<file path="config.mk">
export PLATFORM = sky130hd
export DESIGN_NAME = sram_arbiter_flat
export DESIGN_NICKNAME = d
export VERILOG_FILES = /design/src/rtl/sram_arb_pkg.sv /design/src/rtl/sram_arbiter_if.sv /design/src/rtl/sram_arb_rr.sv /design/src/rtl/sram_arbiter.sv /design/src/flat_wrapper.sv
export SDC_FILE = /design/constraint.sdc
export NUM_CORES = 1
export LEC_CHECK = 0
export ABC_CLOCK_PERIOD_IN_PS = 3350
export CORE_MARGIN = 10
export CORE_UTILIZATION = 23
export CTS_BUF_LIST = sky130_fd_sc_hd__clkbuf_8
export DETAILED_ROUTE_END_ITERATION = 7
export PLACE_DENSITY = 0.88
export SLEW_MARGIN = 25
export SYNTH_ARGS = -nofsm -noshare
export SYNTH_HDL_FRONTEND = slang
export SYNTH_SLANG_ARGS = --single-unit
</file>
<file path="constraint.sdc">
create_clock -name clk_i -period 3.35 [get_ports clk_i]
set_clock_uncertainty 0.2 [all_clocks]
set_input_delay 0.335 -clock clk_i [delete_from_list [all_inputs] [get_ports clk_i]]
set_output_delay 0.335 -clock clk_i [all_outputs]
set_load 0.05 [all_outputs]
</file>
<file path="src/rtl/sram_arb_pkg.sv">
// Shared types and helpers for the two-port SRAM arbiter.
package sram_arb_pkg;

  typedef enum logic {
    PortInstr = 1'b0,
    PortData  = 1'b1
  } port_e;

  function automatic port_e other_port(input port_e p);
    return (p == PortInstr) ? PortData : PortInstr;
  endfunction

  // Base must be aligned to size, so masking off the offset bits isolates the window.
  function automatic logic addr_in_range(input logic [31:0] addr,
                                         input logic [31:0] size,
                                         input logic [31:0] base);
    return (addr & ~(size - 32'd1)) == base;
  endfunction

endpackage

</file>
<file path="src/rtl/sram_arbiter_if.sv">
// Bus bundle between the instruction/data requesters, the arbiter and the SRAM.
interface sram_arbiter_if #(
  parameter int unsigned AddrWidth = 9
);

  logic                 instr_req_i;
  logic [31:0]          instr_addr_i;
  logic                 instr_gnt_o;
  logic                 instr_rvalid_o;
  logic [31:0]          instr_rdata_o;
  logic                 instr_err_o;

  logic                 data_req_i;
  logic                 data_we_i;
  logic [3:0]           data_be_i;
  logic [31:0]          data_addr_i;
  logic [31:0]          data_wdata_i;
  logic                 data_gnt_o;
  logic                 data_rvalid_o;
  logic                 data_err_o;
  logic [31:0]          data_rdata_o;

  logic                 mem_req_o;
  logic                 mem_we_o;
  logic [3:0]           mem_be_o;
  logic [AddrWidth-1:0] mem_addr_o;
  logic [31:0]          mem_wdata_o;
  logic [31:0]          mem_rdata_i;

  modport slave (
    input  instr_req_i, instr_addr_i,
    output instr_gnt_o, instr_rvalid_o, instr_rdata_o, instr_err_o,
    input  data_req_i, data_we_i, data_be_i, data_addr_i, data_wdata_i,
    output data_gnt_o, data_rvalid_o, data_err_o, data_rdata_o,
    output mem_req_o, mem_we_o, mem_be_o, mem_addr_o, mem_wdata_o,
    input  mem_rdata_i
  );

  modport master (
    output instr_req_i, instr_addr_i,
    input  instr_gnt_o, instr_rvalid_o, instr_rdata_o, instr_err_o,
    output data_req_i, data_we_i, data_be_i, data_addr_i, data_wdata_i,
    input  data_gnt_o, data_rvalid_o, data_err_o, data_rdata_o,
    input  mem_req_o, mem_we_o, mem_be_o, mem_addr_o, mem_wdata_o,
    output mem_rdata_i
  );

endinterface

</file>
<file path="src/rtl/sram_arb_rr.sv">
// Two-request round-robin picker; priority only moves when both ports contend.
module sram_arb_rr
  import sram_arb_pkg::*;
(
  input  logic clk_i,
  input  logic rst_i,
  input  logic req_instr,
  input  logic req_data,
  output logic gnt_instr,
  output logic gnt_data
);

  port_e prio_q;
  port_e prio_d;

  always_ff @(posedge clk_i) begin
    if (rst_i) begin
      prio_q <= PortInstr;
    end else begin
      prio_q <= prio_d;
    end
  end

  always_comb begin
    gnt_instr = 1'b0;
    gnt_data  = 1'b0;
    prio_d    = prio_q;
    if (!rst_i) begin
      if (req_instr && req_data) begin
        gnt_instr = (prio_q == PortInstr);
        gnt_data  = (prio_q == PortData);
        prio_d    = other_port(prio_q);
      end else begin
        gnt_instr = req_instr;
        gnt_data  = req_data;
      end
    end
  end

endmodule

</file>
<file path="src/rtl/sram_arbiter.sv">
// Single-cycle arbiter sharing one SRAM between instruction fetch and load/store,
// with a one-deep registered response stage and out-of-range error responses.
module sram_arbiter
  import sram_arb_pkg::*;
#(
  parameter int unsigned MemSize   = 2048,
  parameter logic [31:0] MemStart  = 32'h0000_0000,
  parameter int unsigned AddrWidth = $clog2(MemSize / 4)
) (
  input  logic           clk_i,
  input  logic           rst_i,
  sram_arbiter_if.slave  bus
);

  localparam logic [31:0] MemSizeW = 32'(MemSize);

  logic gnt_instr;
  logic gnt_data;
  logic gnt_any;
  logic instr_in_range;
  logic data_in_range;
  logic sel_in_range;

  port_e rsp_owner_q;
  logic  rsp_valid_q;
  logic  rsp_err_q;
  logic  rsp_we_q;
  logic  rsp_live;
  logic  rsp_has_data;

  sram_arb_rr u_rr (
    .clk_i     (clk_i),
    .rst_i     (rst_i),
    .req_instr (bus.instr_req_i),
    .req_data  (bus.data_req_i),
    .gnt_instr (gnt_instr),
    .gnt_data  (gnt_data)
  );

  always_comb begin
    instr_in_range = addr_in_range(bus.instr_addr_i, MemSizeW, MemStart);
    data_in_range  = addr_in_range(bus.data_addr_i, MemSizeW, MemStart);
    gnt_any        = gnt_instr | gnt_data;
    sel_in_range   = gnt_data ? data_in_range : instr_in_range;
  end

  always_comb begin
    bus.instr_gnt_o = gnt_instr;
    bus.data_gnt_o  = gnt_data;
    bus.mem_req_o   = 1'b0;
    bus.mem_we_o    = 1'b0;
    bus.mem_be_o    = '0;
    bus.mem_addr_o  = '0;
    bus.mem_wdata_o = '0;
    if (gnt_any && sel_in_range) begin
      bus.mem_req_o = 1'b1;
      if (gnt_data) begin
        bus.mem_we_o    = bus.data_we_i;
        bus.mem_be_o    = bus.data_be_i;
        bus.mem_addr_o  = bus.data_addr_i[AddrWidth+1:2];
        bus.mem_wdata_o = bus.data_we_i ? bus.data_wdata_i : '0;
      end else begin
        bus.mem_be_o   = '1;
        bus.mem_addr_o = bus.instr_addr_i[AddrWidth+1:2];
      end
    end
  end

  always_ff @(posedge clk_i) begin
    if (rst_i) begin
      rsp_valid_q <= 1'b0;
      rsp_owner_q <= PortInstr;
      rsp_err_q   <= 1'b0;
      rsp_we_q    <= 1'b0;
    end else begin
      rsp_valid_q <= gnt_any;
      rsp_owner_q <= gnt_data ? PortData : PortInstr;
      rsp_err_q   <= gnt_any & ~sel_in_range;
      rsp_we_q    <= gnt_data & bus.data_we_i;
    end
  end

  // The response stage clears only at the reset edge, so mask it while reset is held.
  always_comb begin
    rsp_live     = rsp_valid_q & ~rst_i;
    rsp_has_data = rsp_live & ~rsp_err_q & ~rsp_we_q;

    bus.instr_rvalid_o = rsp_live & (rsp_owner_q == PortInstr);
    bus.data_rvalid_o  = rsp_live & (rsp_owner_q == PortData);
    bus.instr_err_o    = bus.instr_rvalid_o & rsp_err_q;
    bus.data_err_o     = bus.data_rvalid_o & rsp_err_q;
    bus.instr_rdata_o  = (rsp_has_data && rsp_owner_q == PortInstr) ? bus.mem_rdata_i : '0;
    bus.data_rdata_o   = (rsp_has_data && rsp_owner_q == PortData)  ? bus.mem_rdata_i : '0;
  end

endmodule

</file>
<file path="src/flat_wrapper.sv">
// flat-port wrapper written by rule: the top's interface ports become plain ports
module sram_arbiter_flat import sram_arb_pkg::*;
#(
  parameter int unsigned MemSize   = 2048,
  parameter logic [31:0] MemStart  = 32'h0000_0000,
  parameter int unsigned AddrWidth = $clog2(MemSize / 4)
)
  (clk_i, rst_i, bus_instr_req_i, bus_instr_addr_i, bus_instr_gnt_o, bus_instr_rvalid_o, bus_instr_rdata_o, bus_instr_err_o, bus_data_req_i, bus_data_we_i, bus_data_be_i, bus_data_addr_i, bus_data_wdata_i, bus_data_gnt_o, bus_data_rvalid_o, bus_data_err_o, bus_data_rdata_o, bus_mem_req_o, bus_mem_we_o, bus_mem_be_o, bus_mem_addr_o, bus_mem_wdata_o, bus_mem_rdata_i);
  sram_arbiter_if #(.AddrWidth(AddrWidth)) bus_i ();
  input  logic clk_i;
  input  logic rst_i;
  input wire logic [$bits(bus_i.instr_req_i)-1:0] bus_instr_req_i;
  input wire logic [$bits(bus_i.instr_addr_i)-1:0] bus_instr_addr_i;
  output wire logic [$bits(bus_i.instr_gnt_o)-1:0] bus_instr_gnt_o;
  output wire logic [$bits(bus_i.instr_rvalid_o)-1:0] bus_instr_rvalid_o;
  output wire logic [$bits(bus_i.instr_rdata_o)-1:0] bus_instr_rdata_o;
  output wire logic [$bits(bus_i.instr_err_o)-1:0] bus_instr_err_o;
  input wire logic [$bits(bus_i.data_req_i)-1:0] bus_data_req_i;
  input wire logic [$bits(bus_i.data_we_i)-1:0] bus_data_we_i;
  input wire logic [$bits(bus_i.data_be_i)-1:0] bus_data_be_i;
  input wire logic [$bits(bus_i.data_addr_i)-1:0] bus_data_addr_i;
  input wire logic [$bits(bus_i.data_wdata_i)-1:0] bus_data_wdata_i;
  output wire logic [$bits(bus_i.data_gnt_o)-1:0] bus_data_gnt_o;
  output wire logic [$bits(bus_i.data_rvalid_o)-1:0] bus_data_rvalid_o;
  output wire logic [$bits(bus_i.data_err_o)-1:0] bus_data_err_o;
  output wire logic [$bits(bus_i.data_rdata_o)-1:0] bus_data_rdata_o;
  output wire logic [$bits(bus_i.mem_req_o)-1:0] bus_mem_req_o;
  output wire logic [$bits(bus_i.mem_we_o)-1:0] bus_mem_we_o;
  output wire logic [$bits(bus_i.mem_be_o)-1:0] bus_mem_be_o;
  output wire logic [$bits(bus_i.mem_addr_o)-1:0] bus_mem_addr_o;
  output wire logic [$bits(bus_i.mem_wdata_o)-1:0] bus_mem_wdata_o;
  input wire logic [$bits(bus_i.mem_rdata_i)-1:0] bus_mem_rdata_i;
  assign bus_i.instr_req_i = bus_instr_req_i;
  assign bus_i.instr_addr_i = bus_instr_addr_i;
  assign bus_instr_gnt_o = bus_i.instr_gnt_o;
  assign bus_instr_rvalid_o = bus_i.instr_rvalid_o;
  assign bus_instr_rdata_o = bus_i.instr_rdata_o;
  assign bus_instr_err_o = bus_i.instr_err_o;
  assign bus_i.data_req_i = bus_data_req_i;
  assign bus_i.data_we_i = bus_data_we_i;
  assign bus_i.data_be_i = bus_data_be_i;
  assign bus_i.data_addr_i = bus_data_addr_i;
  assign bus_i.data_wdata_i = bus_data_wdata_i;
  assign bus_data_gnt_o = bus_i.data_gnt_o;
  assign bus_data_rvalid_o = bus_i.data_rvalid_o;
  assign bus_data_err_o = bus_i.data_err_o;
  assign bus_data_rdata_o = bus_i.data_rdata_o;
  assign bus_mem_req_o = bus_i.mem_req_o;
  assign bus_mem_we_o = bus_i.mem_we_o;
  assign bus_mem_be_o = bus_i.mem_be_o;
  assign bus_mem_addr_o = bus_i.mem_addr_o;
  assign bus_mem_wdata_o = bus_i.mem_wdata_o;
  assign bus_i.mem_rdata_i = bus_mem_rdata_i;
  sram_arbiter #(.MemSize(MemSize), .MemStart(MemStart), .AddrWidth(AddrWidth)) u_core (.clk_i(clk_i), .rst_i(rst_i), .bus(bus_i));
endmodule
</file>
# Yosys cells after proc, flatten, opt, wreduce, memory -nomap -nowiden
# Cells that the tools add are included.
[classes] bitwise_logic=16 mux=19 n_eq_ne=0 addsub=0 order_cmp=0 mul=0 n_shift=0 div_mod_pow=0 n_reduce_logical=6
[op_table] cell="32-bit two-way mux" count=5
[op_table] cell="32-bit zero test" count=2
[op_table] cell="9-bit two-way mux" count=2
[op_table] cell="1-bit two-way mux" count=10
[op_table] cell="1-bit AND" count=9
[op_table] cell="4-bit two-way mux" count=2
[op_table] cell="1-bit NOT" count=6
[op_table] cell="1-bit logical AND" count=4
[op_table] cell="1-bit OR" count=1
[totals] latch_bits=0 ram_bits=0 rom_bits=0 mem_count=0 output_inout_bits=117 ff_bits=5

# Logic depth before layout (Yosys ltp)
[depth] word_depth=6 mapped_depth=7 depth_no_buf=5

# Cells and area by module
# Synthesis repeated with hierarchy kept, for this count alone.
[hier_totals] cells_unflattened=181 area_unflattened_um2=1202.4
[modules_own_cells] mod="sram_arbiter" seq_area_each_um2=80.1 cells_per_inst=173 n_inst=1 area_per_inst_um2=1131.1
[modules_own_cells] mod="sram_arb_rr" seq_area_each_um2=20.0 cells_per_inst=8 n_inst=1 area_per_inst_um2=71.3

# Least setup slack after synthesis
# OpenSTA, ideal clock, no wires.
[synth_timing] path_type="input port to output port" from="input rst_i" to="output bus_instr_rdata_o[10]" path_buffers=1 required_time_ns=2.815 t_arrival_ns=2.643 slack_ns=0.172 path_stages=4 cell_sequence="nor3b_1 -> nor3b_2 -> clkbuf_1 -> and2_1"
[synth_between] elab_chain_len=6
[synth_lines] element="start, declared" line_no="flat_wrapper.sv:11" text="input logic rst_i;"
[synth_lines] element="1-bit NOT" line_no="sram_arbiter.sv:85" text="rsp_live = rsp_valid_q & ~rst_i;"
[synth_lines] element="1-bit AND" line_no="sram_arbiter.sv:85"
[synth_lines] element="1-bit AND (2 in a row)" line_no="sram_arbiter.sv:86" text="rsp_has_data = rsp_live & ~rsp_err_q & ~rsp_we_q;"
[synth_lines] element="1-bit logical AND" line_no="sram_arbiter.sv:92" text="bus.instr_rdata_o = (rsp_has_data && rsp_owner_q == PortInstr) ? bus.mem_rdata_i : '0;"
[synth_lines] element="32-bit two-way mux" line_no="sram_arbiter.sv:92"
[synth_lines] element="end, declared" line_no="flat_wrapper.sv:16" text="output wire logic [$bits(bus_i.instr_rdata_o)-1:0] bus_instr_rdata_o;"
# No other way between the ends.

# Worst setup path in the final report
[layout_timing] from="input bus_data_addr_i[18]" to="output bus_mem_wdata_o[14]"
[layout_between] elab_chain_len=4
[layout_lines] element="start, declared" line_no="flat_wrapper.sv:21" text="input wire logic [$bits(bus_i.data_addr_i)-1:0] bus_data_addr_i;"
[layout_lines] element="32-bit zero test" line_no="sram_arb_pkg.sv:17" text="return (addr & ~(size - 32'd1)) == base;"
[layout_lines] element="1-bit two-way mux" line_no="sram_arbiter.sv:44" text="sel_in_range = gnt_data ? data_in_range : instr_in_range;"
[layout_lines] element="1-bit logical AND" line_no="sram_arbiter.sv:55" text="if (gnt_any && sel_in_range) begin"
[layout_lines] element="32-bit two-way mux" line_no="sram_arbiter.sv:55"
[layout_lines] element="end, declared" line_no="flat_wrapper.sv:31" text="output wire logic [$bits(bus_i.mem_wdata_o)-1:0] bus_mem_wdata_o;"
# No other way between the ends.

==> results.toml <==
[placement]
numPortBuffers = 249
finalWeightedCongestion = 0.836
dp.cells = 541
hpwl_um = 9920
dp_worst_setup_slack_ps = 235
placedInstanceArea_um2 = 4720

[floorplan]
design.die.area_um2 = 9920
std_cell_rows = 28
die_y_um = 99.6
initial_core_util = 0.242
dieWidth_um = 99.6
ios = 254
coreArea_um2 = 6030

[routing]
dr_wl_met2_um = 6200
route.top_layer_used = "met4"
routed_via_density = 4.88
antenna_violating_nets_post_route = 0
wl_um = 10900
initialDrtViolationCount = 64
wl_met1_um = 3420
wl_met3_um = 1180
detailroute.via_count = 2665
dr.pass1.iters = 4
wire_per_inst_um = 20.0
drc_errors = 0

[power]
worst_ir_drop_vdd_mv = 0.109
leakagePower_uw = 0.00188
power.switching_fraction = 0.340
p_int_uw = 349
report.power.total_uw = 529
share_seq_of_total_power = 0.126
comb_power_share = 0.676
pwr-share-clk = 0.198
total_switching_power_uw = 180
power.density_nw_per_um2 = 111

[finish]
fill_cells = 369
final_net_count = 608
design_area_um2 = 4760
final_cell_count_no_fill = 546
drive_gt1_frac = 0.296
flow.area_growth_from_synthesis_pct = 227

[critical_path]
nature_of_the_critical_path_endpoint = "output pin"
worst_path_most_repeated_cell = "sky130_fd_sc_hd__nor4_1"
rr_endpoint = "u_core.rsp_err_q"
path_cells = "clkdlybuf4s50_1 -> nor4_1 -> and4_1 -> nand4_1 -> buf_4 -> nor4_1 -> buf_12"
crit_arrival_ps = 2550
setup.worst_path.start_class = "primary input"
worst-path-max-fanout = 48
worst-r2r-cell-count = 6
critical-path-max-stage-delay_ps = 580
worst-endpoint-required_ps = 2810
rr_startpoint = "u_core.u_rr.prio_q"
critical-path-slowest-cell = "sky130_fd_sc_hd__nor4_1"
crit_cells = 7
path_class = "in -> out"
timing.critical_path.max_delay_family = "simple AND/OR/NAND/NOR gates"
cp.buffers_inverters = 3
setup.reg_to_reg.worst_slack_ps = 1660

[sta]
rsz_0062_raised_after_global_routing = "no"
tightestPinTransition_ps = 609
fin_crit_ps = 3090
report.final.hold_viol_count = 0
max-slew-margin-rel = 0.590
part_of_the_cycle_the_worst_path_needs = 0.921
fmax_mhz = 324
timing.setup.tns_ps = 0
setup_violations = 0
slew_viol_final = 0
postLayoutSetupSlackWorst_ps = 265

[worst_hold_path]
hold_path.startpoint = "u_core.u_rr.prio_q"
hold_path_end = "u_core.u_rr.prio_q"
hp-class = "reg -> reg"
hold_depth = 2

[synth]
synth_enable_flop_cells = 0
total_nets_after_synthesis = 371
ys.flop_type = "sky130_fd_sc_hd__dfxtp_1"
synth.area.top_cells = "sky130_fd_sc_hd__and2_1, sky130_fd_sc_hd__nand2_1, sky130_fd_sc_hd__nor4_2"
post-synth-top-area-cell = "sky130_fd_sc_hd__and2_1"
synthesis.area_per_instance_um2 = 6.22
netlist.area_leader.share = 0.284
synth-warning-count = 0
synthArstFlopShare = 0
synth.distinct_cells = 28
synthesis.area_um2 = 1460
number_of_synthesized_register_bits = 5
synth_cells = 234
ys_seq_area_frac = 0.0687

[clock_network]
cts-resized-gates = 0
ctsHtreeMaxLevel = 1
cts.sinks = 5
clkSlewWorstSetupHoldPaths_ps = 40
cts_made_buffers = 3
clk_path_buf_depth = 2
tritoncts_clock_tree = "yes"
postCtsSetupBuffers = 0
hold_buf_cts = 0
clk_root_buffer_cell = "sky130_fd_sc_hd__clkbuf_8"
clock_latency_ps = 210

[global_routing]
antenna_found_initial = 1
grt_pass1_vias = 2867
largest_net_degree_at_the_start_of_global_routing = 49
gr-total-overflow = 0
grt_first_pass_wirelength_um = 15900
overall_global_routing_usage = 0.199

[run_status]
outcome = "finished clean"

[job]
cap_violations = 0
metrics by stage:
step / hold WS [ps] / util
2_1_floorplan: 207 / -
3_3_place_gp: 313 / 0.783
3_5_place_dp: 336 / 0.783
4_1_cts: 344 / 0.790
5_1_grt: 399 / 0.790
6_report: 344 / 0.790
worst max-delay path by stage:
stage                                    from                    end  slack, ps
after CTS                 bus_data_addr_i[18]    bus_mem_wdata_o[14]        230
after detailed placement  bus_data_addr_i[18]    bus_mem_wdata_o[14]        240
after floorplan                         rst_i  bus_instr_rdata_o[10]        170
after global placement                  rst_i   bus_data_rdata_o[15]        470
after global routing      bus_data_addr_i[18]    bus_mem_wdata_o[14]        200
final                     bus_data_addr_i[18]    bus_mem_wdata_o[14]        260
routing by layer:
metal	GRT usage	vias up
met5	0	-
met4	0.0474	0
met3	0.0851	8
met2	0.410	156
met1	0.168	1217
li1	-	1284
cell families (layout without fill, tap and decap cells):
| kind of cell | Yosys count | in the layout | share of synthesized area |
|---|---|---|---|
| DFF | 5 | 5 | 0.0687 |
| other | 0 | 1 | 0 |
| xor gates and xnor gates | 1 | 1 | 0.00601 |
| buffers and inverters | 31 | 267 | 0.0954 |
| AOI/OAI and AO/OA | 19 | 19 | 0.0902 |
| and+or+nand+nor | 178 | 178 | 0.740 |
tightest hold or removal path, cell delays in order, from the launching register on:
cell	delay, ps
sky130_fd_sc_hd__dfxtp_1	350
sky130_fd_sc_hd__xor2_1	80
sky130_fd_sc_hd__nor2_1	70
synthesized netlist by cell type (all sizes together), types with 2 or more instances:
| library cell | n |
|---|---|
| a21oi | 5 |
| nor3b | 3 |
| buf | 10 |
| and4 | 2 |
| and2 | 66 |
| inv | 4 |
| clkbuf | 16 |
| nand4 | 2 |
| nand2 | 52 |
| nor2 | 5 |
| a221oi | 9 |
| nor3 | 3 |
| o21ai | 4 |
| dfxtp | 5 |
| nor4 | 40 |
power groups by stage:
| stage | clock (uW) | sequential, uW | combinational (uW) |
|---|---|---|---|
| 2_1_floorplan | 0 | 66.4 | 124 |
| 3_3_place_gp | 0 | 67.0 | 350 |
| 3_5_place_dp | 0 | 67.3 | 359 |
| 4_1_cts | 108 | 66.5 | 360 |
| 5_1_grt | 115 | 66.9 | 379 |
| 6_report | 105 | 66.5 | 358 |
cell type report:
cell class	count	area, um2	share of cell area
Sequential cell	5	100	0.0210
Inverter	5	18.8	0.00394
Tap cell	75	93.8	0.0197
Clock buffer	3	41.3	0.00867
Timing Repair Buffer	258	3280	0.688
Antenna cell	1	2.50	0.000525
Multi-Input combinational cell	198	1220	0.257
Clock inverter	1	3.75	0.000788
sequential cells by signal, indices dropped and copies added (netlist names):
signal / cells
u_core.rsp_owner_q: 1
u_core.u_rr.prio_q: 1
u_core.rsp_valid_q: 1
u_core.rsp_we_q: 1
u_core.rsp_err_q: 1
cells in the final DEF (no fill, tap or decap), types with 2 or more instances in the layout:
master                            Yosys  final
sky130_fd_sc_hd__a21oi_1              5      5
sky130_fd_sc_hd__a221oi_1             9      9
sky130_fd_sc_hd__and2_1              66     66
sky130_fd_sc_hd__and4_1               2      2
sky130_fd_sc_hd__buf_12               0     79
sky130_fd_sc_hd__buf_4                0     38
sky130_fd_sc_hd__clkbuf_8             0      3
sky130_fd_sc_hd__clkdlybuf4s50_1      0    141
sky130_fd_sc_hd__dfxtp_1              5      5
sky130_fd_sc_hd__inv_1                4      5
sky130_fd_sc_hd__nand2_1             52     51
sky130_fd_sc_hd__nor2_1               5      5
sky130_fd_sc_hd__nor3_1               3      3
sky130_fd_sc_hd__nor3b_2              1      2
sky130_fd_sc_hd__nor4_1              26     26
sky130_fd_sc_hd__nor4_2              14     14
sky130_fd_sc_hd__o21ai_0              4      4
Note: power is estimated with default switching activity, not from simulation.
